--- src/rtl/slot_game_ctrl.sv ---
// Slot-machine game controller: command FSM, LFSR-driven reels, bet/payout/jackpot accounting, leaderboard save.
// Optional build macro SLOT_PAIR_PAY_EN adds adjacent-pair payouts (win_code 01).
module slot_game_ctrl #(
   parameter int NUM_REELS    = 3,
   parameter int REEL_W       = 4,
   parameter int SCORE_W      = 17,
   parameter int START_COINS  = 100,
   parameter int MIN_BET      = 1,
   parameter int MAX_BET      = 5,
   parameter int MIN_PAYOUT   = 200,
   parameter int MAX_PAYOUT   = 1000,
   parameter int JACKPOT_INIT = 10000
) (
   input  logic                          CLOCK_50,
   input  logic                          reset,
   input  logic                          enter,
   input  logic                          play,
   input  logic                          bet_max,
   input  logic                          stop,
   input  logic                          spin_again,
   input  logic                          escape,
   input  logic                          save_ack,
   output logic [5:0]                    state,
   output logic [NUM_REELS*REEL_W-1:0]   reels,
   output logic [SCORE_W-1:0]            score,
   output logic [SCORE_W-1:0]            jackpot,
   output logic [1:0]                    win_code,
   output logic                          no_funds,
   output logic                          save_req,
   output logic [SCORE_W-1:0]            save_score
);

   typedef enum logic [5:0] {
      S_START = 6'b000001,
      S_LOAD  = 6'b000010,
      S_PLAY  = 6'b000100,
      S_SPIN  = 6'b001000,
      S_WIN   = 6'b010000,
      S_RESET = 6'b100000
   } state_t;

   localparam logic [15:0] LFSR_SEED = 16'hACE1;

   state_t                        state_q, state_d;
   logic [15:0]                   lfsr_q, lfsr_d;
   logic [NUM_REELS*REEL_W-1:0]   reels_q, reels_d;
   logic [NUM_REELS-1:0]          running_q, running_d;
   logic [SCORE_W-1:0]            score_q, score_d;
   logic [SCORE_W-1:0]            jackpot_q, jackpot_d;
   logic [1:0]                    win_code_q, win_code_d;
   logic                          no_funds_q, no_funds_d;
   logic                          bet_max_q, bet_max_d;
   logic                          eval_q, eval_d;

   logic [SCORE_W-1:0]            bet_amt;
   logic                          all_eq;
   logic                          all_ones;
   logic                          stop_found;

   function automatic logic [REEL_W-1:0] lfsr_slice(input logic [15:0] v, input int reel_idx);
      logic [REEL_W-1:0] s;
      logic [3:0]        pos;
      s = '0;
      for (int b = 0; b < REEL_W; b++) begin
         pos  = 4'((reel_idx * REEL_W + b) % 16);
         s[b] = v[pos];
      end
      return s;
   endfunction

   function automatic logic [SCORE_W-1:0] sat_add(input logic [SCORE_W-1:0] a,
                                                  input logic [SCORE_W-1:0] b);
      logic [SCORE_W:0] sum;
      sum = {1'b0, a} + {1'b0, b};
      return sum[SCORE_W] ? {SCORE_W{1'b1}} : sum[SCORE_W-1:0];
   endfunction

   // Bet size for a new play comes from the live bet_max level.
   assign bet_amt = bet_max ? SCORE_W'(MAX_BET) : SCORE_W'(MIN_BET);

   always_comb begin
      all_eq = 1'b1;
      for (int i = 1; i < NUM_REELS; i++) begin
         if (reels_q[i*REEL_W +: REEL_W] != reels_q[0 +: REEL_W]) all_eq = 1'b0;
      end
      all_ones = &reels_q[0 +: REEL_W];
   end

`ifdef SLOT_PAIR_PAY_EN
   logic                          pair_hit;
   logic [SCORE_W-1:0]            pair_pay;

   always_comb begin
      pair_hit = 1'b0;
      for (int i = 0; i < NUM_REELS - 1; i++) begin
         if (reels_q[i*REEL_W +: REEL_W] == reels_q[(i+1)*REEL_W +: REEL_W]) pair_hit = 1'b1;
      end
   end

   assign pair_pay = bet_max_q ? SCORE_W'(2 * MAX_BET) : SCORE_W'(2 * MIN_BET);
`endif

   always_comb begin
      state_d    = state_q;
      lfsr_d     = {lfsr_q[14:0], lfsr_q[15] ^ lfsr_q[13] ^ lfsr_q[12] ^ lfsr_q[10]};
      reels_d    = reels_q;
      running_d  = running_q;
      score_d    = score_q;
      jackpot_d  = jackpot_q;
      win_code_d = win_code_q;
      no_funds_d = 1'b0;
      bet_max_d  = bet_max_q;
      eval_d     = 1'b0;
      stop_found = 1'b0;

      case (state_q)
         S_START: begin
            if (enter) begin
               state_d = S_LOAD;
               score_d = SCORE_W'(START_COINS);
            end
         end

         S_LOAD: begin
            if (enter) state_d = S_PLAY;
         end

         S_PLAY: begin
            if (escape) begin
               state_d = S_RESET;
            end else if (play) begin
               if (score_q >= bet_amt) begin
                  score_d   = score_q - bet_amt;
                  jackpot_d = sat_add(jackpot_q, bet_amt);
                  bet_max_d = bet_max;
                  running_d = '1;
                  state_d   = S_SPIN;
               end else begin
                  no_funds_d = 1'b1;
               end
            end
         end

         S_SPIN: begin
            for (int i = 0; i < NUM_REELS; i++) begin
               if (running_q[i]) reels_d[i*REEL_W +: REEL_W] = lfsr_slice(lfsr_q, i);
            end
            // A stop captures the current symbol into the lowest running reel and freezes it.
            if (stop) begin
               for (int i = 0; i < NUM_REELS; i++) begin
                  if (running_q[i] && !stop_found) begin
                     running_d[i] = 1'b0;
                     stop_found   = 1'b1;
                  end
               end
               if (running_d == '0) begin
                  state_d = S_WIN;
                  eval_d  = 1'b1;
               end
            end
         end

         S_WIN: begin
            // First WIN cycle is reserved for scoring; commands are acted on from the next cycle.
            if (eval_q) begin
               if (all_eq && all_ones) begin
                  score_d    = sat_add(score_q, jackpot_q);
                  jackpot_d  = SCORE_W'(JACKPOT_INIT);
                  win_code_d = 2'b11;
               end else if (all_eq) begin
                  score_d    = sat_add(score_q, bet_max_q ? SCORE_W'(MAX_PAYOUT) : SCORE_W'(MIN_PAYOUT));
                  win_code_d = 2'b10;
               end
`ifdef SLOT_PAIR_PAY_EN
               else if (pair_hit) begin
                  score_d    = sat_add(score_q, pair_pay);
                  win_code_d = 2'b01;
               end
`endif
               else begin
                  win_code_d = 2'b00;
               end
            end else if (escape) begin
               state_d    = S_RESET;
               win_code_d = 2'b00;
            end else if (spin_again) begin
               state_d    = (score_q != '0) ? S_PLAY : S_RESET;
               win_code_d = 2'b00;
            end
         end

         // save_req/save_ack: save_req is held high with save_score stable for every cycle of
         // this state; a transfer completes on any cycle where both are high, and save_ack
         // seen while save_req is low has no effect.
         S_RESET: begin
            if (save_ack) begin
               state_d = S_START;
               score_d = '0;
            end
         end

         default: begin
            state_d = S_START;
         end
      endcase
   end

   always_ff @(posedge CLOCK_50) begin
      if (reset) begin
         state_q    <= S_START;
         lfsr_q     <= LFSR_SEED;
         reels_q    <= '0;
         running_q  <= '0;
         score_q    <= '0;
         jackpot_q  <= SCORE_W'(JACKPOT_INIT);
         win_code_q <= 2'b00;
         no_funds_q <= 1'b0;
         bet_max_q  <= 1'b0;
         eval_q     <= 1'b0;
      end else begin
         state_q    <= state_d;
         lfsr_q     <= lfsr_d;
         reels_q    <= reels_d;
         running_q  <= running_d;
         score_q    <= score_d;
         jackpot_q  <= jackpot_d;
         win_code_q <= win_code_d;
         no_funds_q <= no_funds_d;
         bet_max_q  <= bet_max_d;
         eval_q     <= eval_d;
      end
   end

   assign state      = state_q;
   assign reels      = reels_q;
   assign score      = score_q;
   assign jackpot    = jackpot_q;
   assign win_code   = win_code_q;
   assign no_funds   = no_funds_q;
   assign save_req   = (state_q == S_RESET);
   assign save_score = score_q;

endmodule

--- config.mk ---
export PLATFORM = sky130hd
export DESIGN_NAME = slot_game_ctrl
export DESIGN_NICKNAME = d
export VERILOG_FILES = /design/src/rtl/slot_game_ctrl.sv
export SDC_FILE = /design/constraint.sdc
export NUM_CORES = 1
export LEC_CHECK = 0
export CORE_MARGIN = 2
export CORE_UTILIZATION = 40
export CTS_CLUSTER_SIZE = 28
export DETAILED_ROUTE_END_ITERATION = 12
export HOLD_SLACK_MARGIN = 0.1
export SETUP_SLACK_MARGIN = 0.2
export SYNTH_ARGS = -nofsm -noshare
export SYNTH_HDL_FRONTEND = slang
export SYNTH_SLANG_ARGS = --single-unit
--- constraint.sdc ---
create_clock -name CLOCK_50 -period 4.3 [get_ports CLOCK_50]
set_clock_uncertainty 0.15 [all_clocks]
set_input_delay 0.86 -clock CLOCK_50 [delete_from_list [all_inputs] [get_ports CLOCK_50]]
set_output_delay 0.86 -clock CLOCK_50 [all_outputs]
set_load 0.005 [all_outputs]
# Word-level counts from Yosys, hierarchy flattened
# Index checks and enable logic that the tools add are counted.
dict set report classes {
  addsub 4
  n_mul 0
  div_mod_pow 0
  n_lt_le_gt_ge 1
  n_eq_ne 23
  shift 0
  n_mux 61
  n_bitwise 8
  n_reduce_logical 23
}
# op n
set op_table {}
lappend op_table {{$mux 17} 16}
lappend op_table {{$mux 6} 12}
lappend op_table {{$pmux 17 s4} 1}
lappend op_table {{$pmux 6 s6} 1}
lappend op_table {{$pmux 17 s2} 1}
lappend op_table {{$ne 2x2->1 const B} 11}
lappend op_table {{$add 17x10->18} 1}
lappend op_table {{$add 17x17->18} 1}
lappend op_table {{$add 17x3->18} 1}
lappend op_table {{$mux 1} 18}
lappend op_table {{$ge 17x3->1} 1}
lappend op_table {{$reduce_bool 17->1} 1}
lappend op_table {{$sub 17x3->17} 1}
lappend op_table {{$mux 3} 5}
lappend op_table {{$ne 3x3->1 const B} 4}
lappend op_table {{$mux 10} 1}
lappend op_table {{$mux 2} 5}
lappend op_table {{$reduce_and 9->1} 1}
lappend op_table {{$ne 4x4->1} 2}
lappend op_table {{$reduce_and 2->1} 4}
lappend op_table {{$reduce_and 4->1} 2}
lappend op_table {{$reduce_and 8->1} 1}
lappend op_table {{$eq 6x1->1 const B} 1}
lappend op_table {{$eq 6x2->1 const B} 1}
lappend op_table {{other kinds (17)} 27}
dict set report word_totals {
  reg_bits 76
  latchBits 0
  ram_bits 0
  romBits 0
  inputBits 9
  out_inout_bits 73
  word_cells 132
  n_memories 0
}

# Longest topological paths before layout
dict set report depth {
  depth_word 17
  mapped_depth 11
  depth_no_buf 10
}

# Worst setup path before layout
# OpenSTA, ideal clock, no wires.
dict set report synth_timing {
  path_kind {input-to-reg}
  from {in bet_max}
  to {reg score_q[13] (netlist: save_score[13])}
  arrival_time_ns 2.576
  required_ns 4.081
  setup_slack_ns 1.505
  cell_stages 10
  path_cell_list {inv_1 > ha_1 > o211ai_1 > and3_1 > clkbuf_1 > a31oi_1 > buf_2 > nand2_1 > a311o_1 > o21ai_1}
}
dict set report synth_via {
  elab_chain_len 6
}
# item line
set synth_rtl {}
lappend synth_rtl {{from (decl)} 18} ;# input logic bet_max,
lappend synth_rtl {{$mux 3 (*)} 79} ;# assign bet_amt = bet_max ? SCORE_W'(MAX_BET) : SCORE_W'(MIN_BET);
lappend synth_rtl {{$sub 17x3->17} 133} ;# score_d = score_q - bet_amt;
lappend synth_rtl {{$mux 17} 132} ;# if (score_q >= bet_amt) begin
lappend synth_rtl {{$mux 17} 131} ;# end else if (play) begin
lappend synth_rtl {{$mux 17} 129} ;# if (escape) begin
lappend synth_rtl {{$pmux 17 s4} 116} ;# case (state_q)
lappend synth_rtl {{to (signal assigned)} 225} ;# score_q <= score_d;
lappend synth_rtl {{to (decl)} 48} ;# logic [SCORE_W-1:0] score_q, score_d;
# Mark *: on every way between the ends. The rest lies on a longest branch, timed or not. The select of a mux whose other input is x is not followed.
# A chain may end at the register's enable or synchronous reset.

# Final worst setup path
dict set report layout_timing {
  from {in bet_max}
  to {reg score_q[12] (netlist: save_score[12])}
}
# The elaborated chain is that of the path after synthesis.

==> run summary <==
DP HPWL -> 12.96 mm
Layout Cell Area excl Fill -> 6528 um2
Synth top area share -> 0.2815
Synth Area in XOR/XNOR -> 0.05024
Drt first pass iters -> 5
FFs w/ async S/R, synth -> 0
Critical Path RT -> 4.37 ns
Crit path kind -> in -> reg
RSZ-0062 raised after global routing -> no
Initial drt markers -> 426
CTS root buf -> clkbuf_16
Die Area -> 14460 um2
Total GRT Usage -> 0.2424
Hold WC Path Type -> reg -> reg
Placed cell area -> 6248 um2
Leak -> 2.319 nW
GR Overflow Total -> 0
Area grow syn2layout -> 20.79%
CP max FO -> 11
Cell chain of the critical path -> clkdlybuf4s50_1, inv_1, ha_1, o211ai_1, and3_1, nand4_1, and2_1, a41oi_1, a31oi_1
First-pass GRT wire length -> 27.66 mm
RR Endpoint -> save_score[1]$_SDFFE_PP0P_
Post-Syn Area per Cell -> 7.547 um2
Max-slew headroom -> 0.4417
Core ar. -> 13240 um2
Port-buffer cells -> 81
Seq/Total Area, Yosys -> 0.2815
Post-cts hold buffer count -> 0
Vias per cell -> 5.854
Initial Util -> 0.4081
Final net count -> 811
Largest family of logic cells by synthesized area -> simple AND/OR/NAND/NOR gates
Cell count after synthesis -> 716
Endpoints failing hold -> 0
RePlAce Congestion -> 0.9130
Worst setup SP type -> input pin
Setup bufs post-CTS -> 0
Reg clk slew, reported paths -> 0.06 ns
Synth warn -> 0
CP Data Arrival Time -> 3.60 ns
Highest Clock Rate -> 0.2828 GHz
Reg2Reg Setup Slack -> 0.88 ns
Synth Area in Simple Gates -> 0.2910
Ranking of synthesized cells by area -> dfxtp_1 28%, ha_1 6.7%, a21oi_1 6.3%, nor2_1 4.9%, nand2_1 4.5%
Ant diodes -> 0
VDD IR max -> 218.6 uV
Max clock buf depth -> 2
Core Rows -> 42
Setup violators final -> 0
Antenna viol nets, final -> 0
PwrDens -> 313.0 nW/um2
Synth Register Bits -> 76
Worst Setup End Kind -> flip-flop
Ys flop type -> dfxtp_1
Cell accounting for the most synthesized area -> dfxtp_1
CTS tree -> done
Most instantiated cells after synthesis -> 76 x dfxtp_1, 71 x nor2_1, 68 x a21oi_1, 65 x nand2_1, 47 x o21ai_0
R2R depth -> 8
Syn Nets -> 755
Final WS setup -> 0.7636 ns
Most common cell in the netlist -> dfxtp_1
Setup tns final -> 0 ns
H-Tree Depth -> 3
Worst Tran Pin Value -> 0.8329 ns
Compound-Gate Fraction of Synth Area -> 0.2322
RR Startpoint -> save_score[13]$_SDFFE_PP0P_
Max-slew violation count -> 0
Crit share post-route -> 0.8224
Critical-path top delay cell -> clkdlybuf4s50_1
Vias in the first global route -> 5249
Wirelength per Cell -> 18.14 um
Share of cells above drive strength 1 -> 0.06692
Number of synthesized flops with an enable pin -> 0
Max Cap Violations -> 0
Largest net degree at the start of global routing -> 37
Cell area after synthesis -> 5404 um2
PostCTS Resize Cnt -> 0
Multi-input logic area -> 3510 um2
Antenna violations before repair -> 0
Number of cells on the worst hold path -> 1
Status -> finished clean
Worst hold start -> lfsr_q[14]$_SDFF_PP0_
Cell variety after synth -> 68
Minimum clock period -> 3.536 ns
Final wirelength -> 17.29 mm
Clk sinks -> 76
Critical path's largest stage delay -> 0.55 ns
Die width -> 120.2 um
Sequential Area -> 1521 um2
Clock Latency Late Sink -> 0.34 ns
Layout fillers -> 1350
Post-synthesis adder-cell area fraction -> 0.07085
Mux share of post-synthesis cell area -> 0.003936
TritonCTS Buffers -> 9
# DRC -> 0
Die Ht -> 120.2 um
I/O pin count -> 82
Setup Slack @ Placement -> 0.4349 ns
DR vias -> 5579
Worst hold endpoint -> lfsr_q[15]$_SDFF_PP1_
==> metal layers <==
metal | vias up | wire length (um) | track usage
li1 | 2705 | - | -
met1 | 2658 | 8375 | 0.3398
met2 | 188 | 7625 | 0.3722
met3 | 28 | 960 | 0.04764
met4 | 0 | 324 | 0.08358
met5 | - | 0 | 0
==> worst max-delay path by stage <==
| stage | slack, ns | end | start |
|---|---|---|---|
| 3_5_place_dp | 0.43 | jackpot[9]$_SDFFE_PP1P_ | bet_max |
| 5_1_grt | 0.57 | jackpot[9]$_SDFFE_PP1P_ | bet_max |
| 6_report | 0.76 | save_score[12]$_SDFFE_PP0P_ | bet_max |
| 4_1_cts | 0.79 | jackpot[9]$_SDFFE_PP1P_ | bet_max |
| 2_1_floorplan | 1.51 | save_score[13]$_SDFFE_PP0P_ | bet_max |
| 3_3_place_gp | 0.48 | jackpot[10]$_SDFFE_PP1P_ | bet_max |
==> placed cells by master, fill, tap and decap left out, types with 11 or more instances in the layout <==
master,count
a21oi_1,68
a31oi_1,11
and3_1,11
buf_4,14
clkdlybuf4s50_1,80
dfxtp_1,76
ha_1,29
inv_1,23
nand2_1,65
nand2b_1,14
nand3_1,30
nand4_1,17
nor2_1,71
nor2b_1,12
nor3_1,30
o21ai_0,47
xnor2_1,22
==> cell type report <==
type | instances | area share
clock buffer | 12 | 0.03776
clock inverter | 4 | 0.004984
timing repair buffer | 95 | 0.1395
multi-input combinational | 567 | 0.5377
tap | 176 | 0.03374
sequential | 76 | 0.2331
inverter | 23 | 0.01323
==> worst max-delay path, delay by kind of cell <==
kind	cells	cell delay, ns
and+or+nand+nor	3	1.20
adders and majority gates	1	0.35
AOI/OAI and AO/OA	3	0.56
buffers and inverters	2	0.62
==> cell families after synthesis <==
logic type | count (synthesis)
buffers and inverters | 73
adders and majority gates | 30
xor gates and xnor gates | 31
AOI/OAI and AO/OA | 201
DFF | 76
and+or+nand+nor | 303
muxes | 2
==> power by group <==
group | switching (mW) | total, mW | internal (mW) | leakage (nW)
clock network | 0.309 | 0.720 | 0.411 | 0.130
logic | 0.284 | 0.523 | 0.238 | 1.57
registers | 0.0641 | 0.800 | 0.736 | 0.618
total | 0.658 | 2.04 | 1.39 | 2.32
==> metrics by stage <==
| step | hold WS, ns | instances | power, mW | util |
|---|---|---|---|---|
| 2_1_floorplan | 0.2395 | 716 | 1.173 | - |
| 3_3_place_gp | 0.2446 | 937 | 1.324 | 0.4718 |
| 3_5_place_dp | 0.2516 | 937 | 1.330 | 0.4718 |
| 4_1_cts | 0.2683 | 953 | 2.049 | 0.4929 |
| 5_1_grt | 0.2739 | 953 | 2.144 | 0.4929 |
| 6_report | 0.2637 | 953 | 2.043 | 0.4929 |
==> sequential cells by signal, indices dropped and copies added (netlist names) <==
| name | cells |
|---|---|
| save_score | 17 |
| eval_q | 1 |
| jackpot | 17 |
| reels | 12 |
| lfsr_q | 16 |
| state | 6 |
| win_code | 2 |
| running_q | 3 |
| no_funds | 1 |
| bet_max_q | 1 |
Power figures use the tool's default switching activity.
